## config.mk

```make
export PLATFORM = sky130hd
export DESIGN_NAME = ca_rule_sequencer
export DESIGN_NICKNAME = d
export VERILOG_FILES = /design/src/rtl/ca_pkg.sv /design/src/rtl/btn_debounce.sv /design/src/rtl/ca_rule_sequencer.sv
export SDC_FILE = /design/constraint.sdc
export NUM_CORES = 1
export LEC_CHECK = 0
export CAP_MARGIN = 20
export CORE_ASPECT_RATIO = 1.4
export CORE_UTILIZATION = 31
export CTS_BUF_LIST = sky130_fd_sc_hd__clkbuf_4 sky130_fd_sc_hd__clkbuf_8 sky130_fd_sc_hd__clkbuf_16
export DETAILED_ROUTE_END_ITERATION = 7
export SLEW_MARGIN = 20
export SYNTH_ARGS = -nofsm -noshare
export SYNTH_HDL_FRONTEND = slang
export SYNTH_SLANG_ARGS = --single-unit
```

## constraint.sdc

```tcl
create_clock -name clk -period 1.7 [get_ports clk]
set_input_delay 0.34 -clock clk [delete_from_list [all_inputs] [get_ports clk]]
set_output_delay 0.34 -clock clk [all_outputs]
set_load 0.02 [all_outputs]
```

## src/rtl/ca_pkg.sv

```systemverilog
// ca_pkg: shared widths, preset rule table and sequencer state codes
package ca_pkg;
  localparam int RULE_W = 8;
  localparam int COLOR_W = 6;
  localparam logic [RULE_W-1:0] PRESETS [0:7] = '{8'd30, 8'd110, 8'd22, 8'd73, 8'd90, 8'd146, 8'd105, 8'd102};
  localparam logic [1:0] IDLE = 2'd0;
  localparam logic [1:0] ARMED = 2'd1;
  localparam logic [1:0] COMMIT = 2'd2;
endpackage

```

## src/rtl/btn_debounce.sv

```systemverilog
// btn_debounce: two-flop synchronizer, stable-count debounce and press pulse
module btn_debounce #(
  parameter int CYCLES = 65536
) (
  input  logic clk,
  input  logic rst_n,
  input  logic raw,
  output logic press
);
  localparam int CW = $clog2(CYCLES);
  logic s1, s2, level, flip;
  logic [CW-1:0] cnt;
  assign flip = (s2 != level) && (cnt == CW'(CYCLES - 1));
  // synchronize, count disagreement with the accepted level, flip once it has held long enough
  always_ff @(posedge clk or negedge rst_n)
    if (!rst_n) begin
      s1 <= 1'b0;
      s2 <= 1'b0;
      cnt <= '0;
      level <= 1'b0;
      press <= 1'b0;
    end else begin
      s1 <= raw;
      s2 <= s1;
      cnt <= (s2 == level || flip) ? '0 : cnt + 1'b1;
      level <= level ^ flip;
      press <= flip & ~level;
    end
endmodule

```

## src/rtl/ca_rule_sequencer.sv

```systemverilog
// ca_rule_sequencer: frame-aligned rule selection from buttons, auto mode and manual byte
module ca_rule_sequencer
  import ca_pkg::*;
#(
  parameter int DEBOUNCE_CYCLES = 65536,
  parameter int AUTO_FRAMES = 120,
  parameter int NUM_PRESETS = 8
) (
  input  logic               clk,
  input  logic               rst_n,
  input  logic               frame_tick,
  input  logic               btn_next,
  input  logic               btn_load,
  input  logic               sw_auto,
  input  logic [RULE_W-1:0]  manual_rule,
  output logic [RULE_W-1:0]  rule,
  output logic [COLOR_W-1:0] rule_color,
  output logic [2:0]         preset_idx,
  output logic               manual_active,
  output logic               reseed
);
  localparam int FW = $clog2(AUTO_FRAMES + 1);
  logic next_press, load_press, a1, auto_on, pend_next, pend_load;
  logic do_load, do_next, do_auto, user, expire;
  logic [1:0] state;
  logic [2:0] nidx;
  logic [FW-1:0] frame_cnt;
  btn_debounce #(.CYCLES(DEBOUNCE_CYCLES)) u_next (.clk(clk), .rst_n(rst_n), .raw(btn_next), .press(next_press));
  btn_debounce #(.CYCLES(DEBOUNCE_CYCLES)) u_load (.clk(clk), .rst_n(rst_n), .raw(btn_load), .press(load_press));
  // a press landing on the tick itself is folded into that tick's commit
  always_comb begin
    state = frame_tick ? COMMIT : (pend_next | pend_load | next_press | load_press) ? ARMED : IDLE;
    expire = auto_on && (frame_cnt == FW'(AUTO_FRAMES - 1));
    do_load = (state == COMMIT) && (pend_load | load_press);
    do_next = (state == COMMIT) && !do_load && (pend_next | next_press);
    do_auto = (state == COMMIT) && !do_load && !do_next && expire;
    user = do_load | do_next;
    nidx = (preset_idx + 3'd1) & 3'(NUM_PRESETS - 1);
  end
  // auto switch sync, pending flags (every tick commits them) and auto frame counter
  always_ff @(posedge clk or negedge rst_n)
    if (!rst_n) begin
      a1 <= 1'b0;
      auto_on <= 1'b0;
      pend_next <= 1'b0;
      pend_load <= 1'b0;
      frame_cnt <= '0;
    end else begin
      a1 <= sw_auto;
      auto_on <= a1;
      pend_next <= frame_tick ? 1'b0 : pend_next | next_press;
      pend_load <= frame_tick ? 1'b0 : pend_load | load_press;
      frame_cnt <= !auto_on ? '0 : !frame_tick ? frame_cnt : (user || expire) ? '0 : frame_cnt + 1'b1;
    end
  // committed outputs change only on the frame tick
  always_ff @(posedge clk or negedge rst_n)
    if (!rst_n) begin
      rule <= PRESETS[0];
      rule_color <= 6'd15;
      preset_idx <= 3'd0;
      manual_active <= 1'b0;
      reseed <= 1'b0;
    end else begin
      reseed <= user;
      if (do_load) begin
        rule <= manual_rule;
        rule_color <= manual_rule[6:1];
        manual_active <= 1'b1;
      end else if (do_next || do_auto) begin
        preset_idx <= nidx;
        rule <= PRESETS[nidx];
        rule_color <= PRESETS[nidx][6:1];
        manual_active <= 1'b0;
      end
    end
endmodule

```

==> results of run 1 <==
how the worst min path moves through the flow:
stage                     cells after the start  slack, ns                       end
after floorplan                               0       0.04                 async pin
after global placement                        1       0.31  frame_cnt[1]$_DFFE_PN0P_
after detailed placement                      1       0.32  frame_cnt[0]$_DFFE_PN0P_
after CTS                                     0       0.35         auto_on$_DFF_PN0_
after global routing                          0       0.36         auto_on$_DFF_PN0_
final                                         0       0.34         auto_on$_DFF_PN0_
report_power, final:
group,switching [W],leakage (nW),internal [W]
Clock,0.000626,0.152,0.00116
Sequential,0.0000518,0.840,0.00161
Combinational,0.000301,0.699,0.000258
per-layer routing:
layer / GRT usage / share of wire
met4: 0.0584 / 0.015
met2: 0.220 / 0.52
met1: 0.140 / 0.43
met3: 0.0347 / 0.035
met5: 0 / 0
sequential cells by signal (all words and copies together) (netlist names), 3 cells and up, named ones only:
register / cells
u_next.cnt: 16
u_load.cnt: 16
rule: 8
preset_idx: 3
frame_cnt: 7
cell type report:
class | instances | area (um^2) | area share
clock inverter | 6 | 58.8 | 0.0146
sequential | 64 | 1610 | 0.400
inverter | 17 | 63.8 | 0.0159
multi-input combinational | 210 | 1430 | 0.356
tap | 135 | 169 | 0.0420
timing repair buffer | 50 | 452 | 0.112
clock buffer | 10 | 239 | 0.0595
through the flow:
stage	area, um^2	hold WS [ns]	setup slack [ns]
final	4020	0.345	0.0700
after global routing	4020	0.360	-0.00187
after CTS	4010	0.347	0.0516
after detailed placement	3710	0.317	-0.0739
after global placement	3710	0.312	-0.0404
after floorplan	3160	0.0444	0.0333
cells in the mapped netlist:
| master | instances |
|---|---|
| o311ai_1 | 1 |
| o31ai_1 | 1 |
| a31o_2 | 2 |
| buf_2 | 3 |
| nor2_1 | 55 |
| nor4_2 | 6 |
| dfstp_2 | 4 |
| nand4b_1 | 1 |
| o2bb2ai_1 | 1 |
| and3_1 | 3 |
| nor3b_1 | 2 |
| mux2_1 | 2 |
| a41o_1 | 1 |
| nand3_2 | 2 |
| and2_1 | 3 |
| ha_1 | 10 |
| o22ai_2 | 1 |
| a211oi_1 | 2 |
| nand2_1 | 14 |
| o22ai_1 | 6 |
| nand4_1 | 10 |
| a21oi_1 | 5 |
| o21ai_0 | 5 |
| nor3_1 | 7 |
| xnor2_1 | 27 |
| nand4_4 | 1 |
| inv_1 | 17 |
| nor4_1 | 1 |
| nand3_4 | 1 |
| nand2b_1 | 4 |
| nor3_2 | 2 |
| mux2i_1 | 4 |
| a21boi_0 | 1 |
| xor2_1 | 9 |
| a31oi_1 | 2 |
| buf_4 | 8 |
| mux2_2 | 1 |
| nand4_2 | 1 |
| nor4_4 | 1 |
| o21a_1 | 1 |
| dfrtp_1 | 60 |
| o21ai_1 | 1 |
| nand3_1 | 13 |
timing repair:
action | CTS | global route
hold buffers | 1 | 0
pin swaps | 0 | 1
hold endpoints to repair | 14 | 0
endpoints found under the setup margin | 11 | 3
resized for setup | 11 | 3
cells by family after synthesis:
logic type      Yosys count  synth area share
compound gates           30            0.0633
mux                       7            0.0233
xor+xnor                 36            0.0997
fa+ha+maj                10            0.0396
flops                    64             0.508
buf+inv                  28            0.0439
simple gates            127             0.222
==> impl_metrics.ini, run 1 <==
[cts]
clock-sinks = 64
cts_setup_buffers = 0
cts.htree.levels = 3
clock_path_buffers = 2
clkSlewWorstSetupHoldPaths_ns = 0.05
insertion_delay_ns = 0.32
cts_root_buf = clkbuf_16
numCtsBuffers = 9
cts_tree = yes

[yosys]
syn_avg_cell_area_um2 = 10.5
ys_types = 43
synth-seq-cells = 64
synth_area_leaders = dfrtp_1, xnor2_1, nor2_1, ha_1, dfstp_2
synth_nets = 326
yosysWarnings = 0
synth.top_cell.area_share = 0.475
yosysSeqAreaShare = 0.508
postSynthCellCount = 302
synth_top_area_cell = dfrtp_1
synth_area_um2 = 3160

[die]
fp.dieW_um = 87.4
die_area_um2 = 10600
coreArea_um2 = 9900
die_h_um = 121
core.rowCount = 43
io_pins = 33
initial_utilization = 0.319

[sta]
maxSlewHeadroom = 0.700
slew_violations = 0
skew_ns = 0.00494
fin_crit_sh = 0.959
min_period_ns = 1.63
finalSetupViolations = 0
hold_viol_final = 0
worst_slew_pin_slew_ns = 0.449
timing.fmax_ghz = 0.614
setup_tns_ns = 0

[cells_and_area]
antenna_cells = 0
mostFrequentLayoutCells = dfrtp_1, nor2_1, xnor2_1, clkdlybuf4s50_1, inv_1
nFillCells = 1017
final_common_cell = dfrtp_1
drive_gt1_frac = 0.165
syn_to_final_growth_pct = 27.1
final_core_util = 0.406
final_nets = 376
fin_cells = 492

[detailed_routing]
firstDrtPassIters = 4
via_per_inst = 4.62
vias = 2272
routedWlPerCell_um = 11.9
drtIter0Drc = 59
drcViolationCount = 0
drtAntennaViolNets = 0
routed_wl_um = 5860

[critical_path]
end_kind = output pin
crit_start = rule[5]$_DFFE_PN0P_
critPathKind = flop to output pin
path_buf_inv = 1
endpoint = rule[5]
worstRegToRegCells = 5
required_ns = 1.36
cp_slowest_stage_delay_ns = 0.61
cp-start-kind = flop
cp_cell_sequence = clkdlybuf4s50_1
cp_max_fo = 3
cp_top_family = buffers and inverters
r2r-start = preset_idx[1]$_DFFE_PN0P_
arrival_ns = 1.29
reg2reg_slack_ns = 0.10
worst-path-stages = 1
reg2reg_to = rule[0]$_DFFE_PN0P_
critPathSlowestCell = clkdlybuf4s50_1

[pwr]
p_per_area_nw_per_um2 = 998
ir_drop_v = 0.000676
leakagePower_nw = 1.69
power_w = 0.00401

[run]
drv_cap = 0

[global_route]
antenna_found_initial = 0
grt_overflow = 0
grt_max_degree = 47
grt_pass1_wl_um = 10300
grt_pass1_vias = 2355
grt_usage = 0.126

[placed_design]
dp.final_hpwl_um = 4260
dp_cells = 475
place.gp.congestion = 0.792
io_buffers = 32

[outcome]
status = completed

[worst_hold_path]
hp-start = a1$_DFF_PN0_
hold_class = flop to flop
(Power assumes the default switching activity.)
==> inputs of run 2 (changes only) <==
==> constraint.sdc (replaced) <==
create_clock -name clk -period 1.47 [get_ports clk]
set_input_delay 0.294 -clock clk [delete_from_list [all_inputs] [get_ports clk]]
set_output_delay 0.294 -clock clk [all_outputs]
set_load 0.02 [all_outputs]
==> run 2 against run 1 <==
The flow now finishes with violations (negative setup slack). Cell area grew 11%. Final cell count up 6.3%. Register-to-register slack lost 0.18 ns. Clock power up 27%. Sequential power increased by 16%. Critical endpoint is now rule[0]$_DFFE_PN0P_. Largest power group unchanged.
==> impl_metrics.ini, run 2 (synthesized netlist as in run 1, its figures left out) <==
[global_route]
grt_usage = 0.138
grt_pass1_vias = 2498
grt_pass1_wl_um = 11300
grt_max_degree = 26
busiest_layer = met2
antenna_found_initial = 0
met1_usage = 0.154
grt_overflow = 0
met2_usage = 0.236
met3_usage = 0.0449

[critical_path]
cp_cell_sequence = ha_4 -> xor2_4 -> mux2i_1 -> a21oi_1 -> mux2_4
cp_top_family = multiplexers
cp_max_fo = 2
end_kind = flop
reg2reg_slack_ns = -0.08
path_buf_inv = 0
critPathSlowestCell = dfrtp_2
cp_slowest_stage_delay_ns = 0.43
required_ns = 1.69
arrival_ns = 1.77
critPathKind = flop to flop
cp-start-kind = flop

[cells_and_area]
syn_to_final_growth_pct = 41.5
antenna_cells = 0
final_cell_area_um2 = 4470
largestRegisters = u_load.cnt: 16 flops, u_next.cnt: 16 flops, rule: 8 flops
drive_gt1_frac = 0.314
final_nets = 407
final_common_cell = dfrtp_1
mostFrequentLayoutCells = dfrtp_1, nor2_1, buf_4, xnor2_1, inv_1

[pwr]
power_w = 0.00498
p_per_area_nw_per_um2 = 1110
swShare = 0.246
clkPwrFrac = 0.459
seqPwrFrac = 0.389
p_sw_w = 0.00123
p_int_w = 0.00375
p_comb_frac = 0.152
leakagePower_nw = 1.91
ir_drop_v = 0.000499

[sta]
fin_ws_ns = -0.0829
fin_crit_sh = 1.06
skew_ns = 0.00293
rsz0062_at_grt = true
timing.fmax_ghz = 0.644
maxSlewHeadroom = 0.748
min_period_ns = 1.55
setup_tns_ns = -0.0829
slew_violations = 0
holdWs_ns = 0.346
hold_viol_final = 0
worst_slew_pin_slew_ns = 0.378
finalSetupViolations = 1

[cts]
cts_tree = yes
cts.htree.levels = 3
cts_root_buf = clkbuf_16
clkSlewWorstSetupHoldPaths_ns = 0.05
numCtsBuffers = 9
clock_path_buffers = 2
clock-sinks = 64
insertion_delay_ns = 0.33

[detailed_routing]
drtAntennaViolNets = 0
drcViolationCount = 0
drtIter0Drc = 71
via_per_inst = 4.51
vias = 2358
routedWlPerCell_um = 12.3
firstDrtPassIters = 4
routed_wl_um = 6420

[outcome]
status = complete, but fails checks
violations = negative setup slack

[placed_design]
place.gp.congestion = 0.764
placed_area_um2 = 3970
dp.final_hpwl_um = 4460
io_buffers = 32

[die]
initial_utilization = 0.319
die_h_um = 121
coreArea_um2 = 9900
fp.dieW_um = 87.4
die_area_um2 = 10600
io_pins = 33
core.rowCount = 43

[worst_hold_path]
hold_class = flop to flop

[run]
drv_cap = 0
[run 2: repair_timing]
item                                    in CTS  in global routing
gates resized for setup                     45                 32
hold buffers                                 1                  0
pin swaps                                    4                  8
hold endpoints to repair                    12                  0
setup buffers                                0                  4
endpoints found under the setup margin      43                 50
[run 2: worst paths after layout]
| kind | from | endpoint | cells past startpoint |
|---|---|---|---|
| setup / recovery | preset_idx[1]$_DFFE_PN0P_ | rule[0]$_DFFE_PN0P_ | 5 |
| hold / removal | a1$_DFF_PN0_ | auto_on$_DFF_PN0_ | 0 |
| setup reg to reg | preset_idx[1]$_DFFE_PN0P_ | rule[0]$_DFFE_PN0P_ | 5 |
| hold reg to reg | a1$_DFF_PN0_ | auto_on$_DFF_PN0_ | 0 |
| max in group asynchronous | rst_n | rule[1]$_DFFE_PN1P_ | 3 |
| min in group asynchronous | rst_n | frame_cnt[0]$_DFFE_PN0P_ | 2 |
[run 2: layout make-up]
type,count,area [um^2]
clock buffer,10,239
clock inverter,6,82.6
fill,959,5430
inverter,17,63.8
multi-input combinational,210,1600
sequential,64,1610
tap,135,169
timing repair buffer,81,706
[run 2: per-layer routing]
metal	part of all wire	wire length, um
met1	0.41	2650
met2	0.54	3430
met3	0.034	220
met4	0.017	107
met5	0	0
[run 2: power groups by stage]
| stage | combinational (W) | sequential (W) | clock, W |
|---|---|---|---|
| after floorplan | 0.000348 | 0.00202 | 0 |
| after global placement | 0.000743 | 0.00195 | 0 |
| after detailed placement | 0.000755 | 0.00196 | 0 |
| after CTS | 0.000718 | 0.00193 | 0.00235 |
| after global routing | 0.000833 | 0.00195 | 0.00244 |
| final | 0.000759 | 0.00193 | 0.00228 |
[run 2: worst register-to-register path: cells and delay by family (launching register included)]
kind            cells  cell delay, ns
xor+xnor            1            0.16
flops               1            0.43
mux                 2            0.55
fa+ha+maj           1            0.19
compound gates      1            0.11
[run 2: stage by stage]
stage | instances | utilization | setup slack (ns)
after detailed placement | 502 | 0.401 | -0.306
after CTS | 519 | 0.436 | -0.0731
final | 523 | 0.452 | -0.0829
after floorplan | 302 | - | -0.00725
after global placement | 502 | 0.401 | -0.233
after global routing | 523 | 0.452 | -0.136
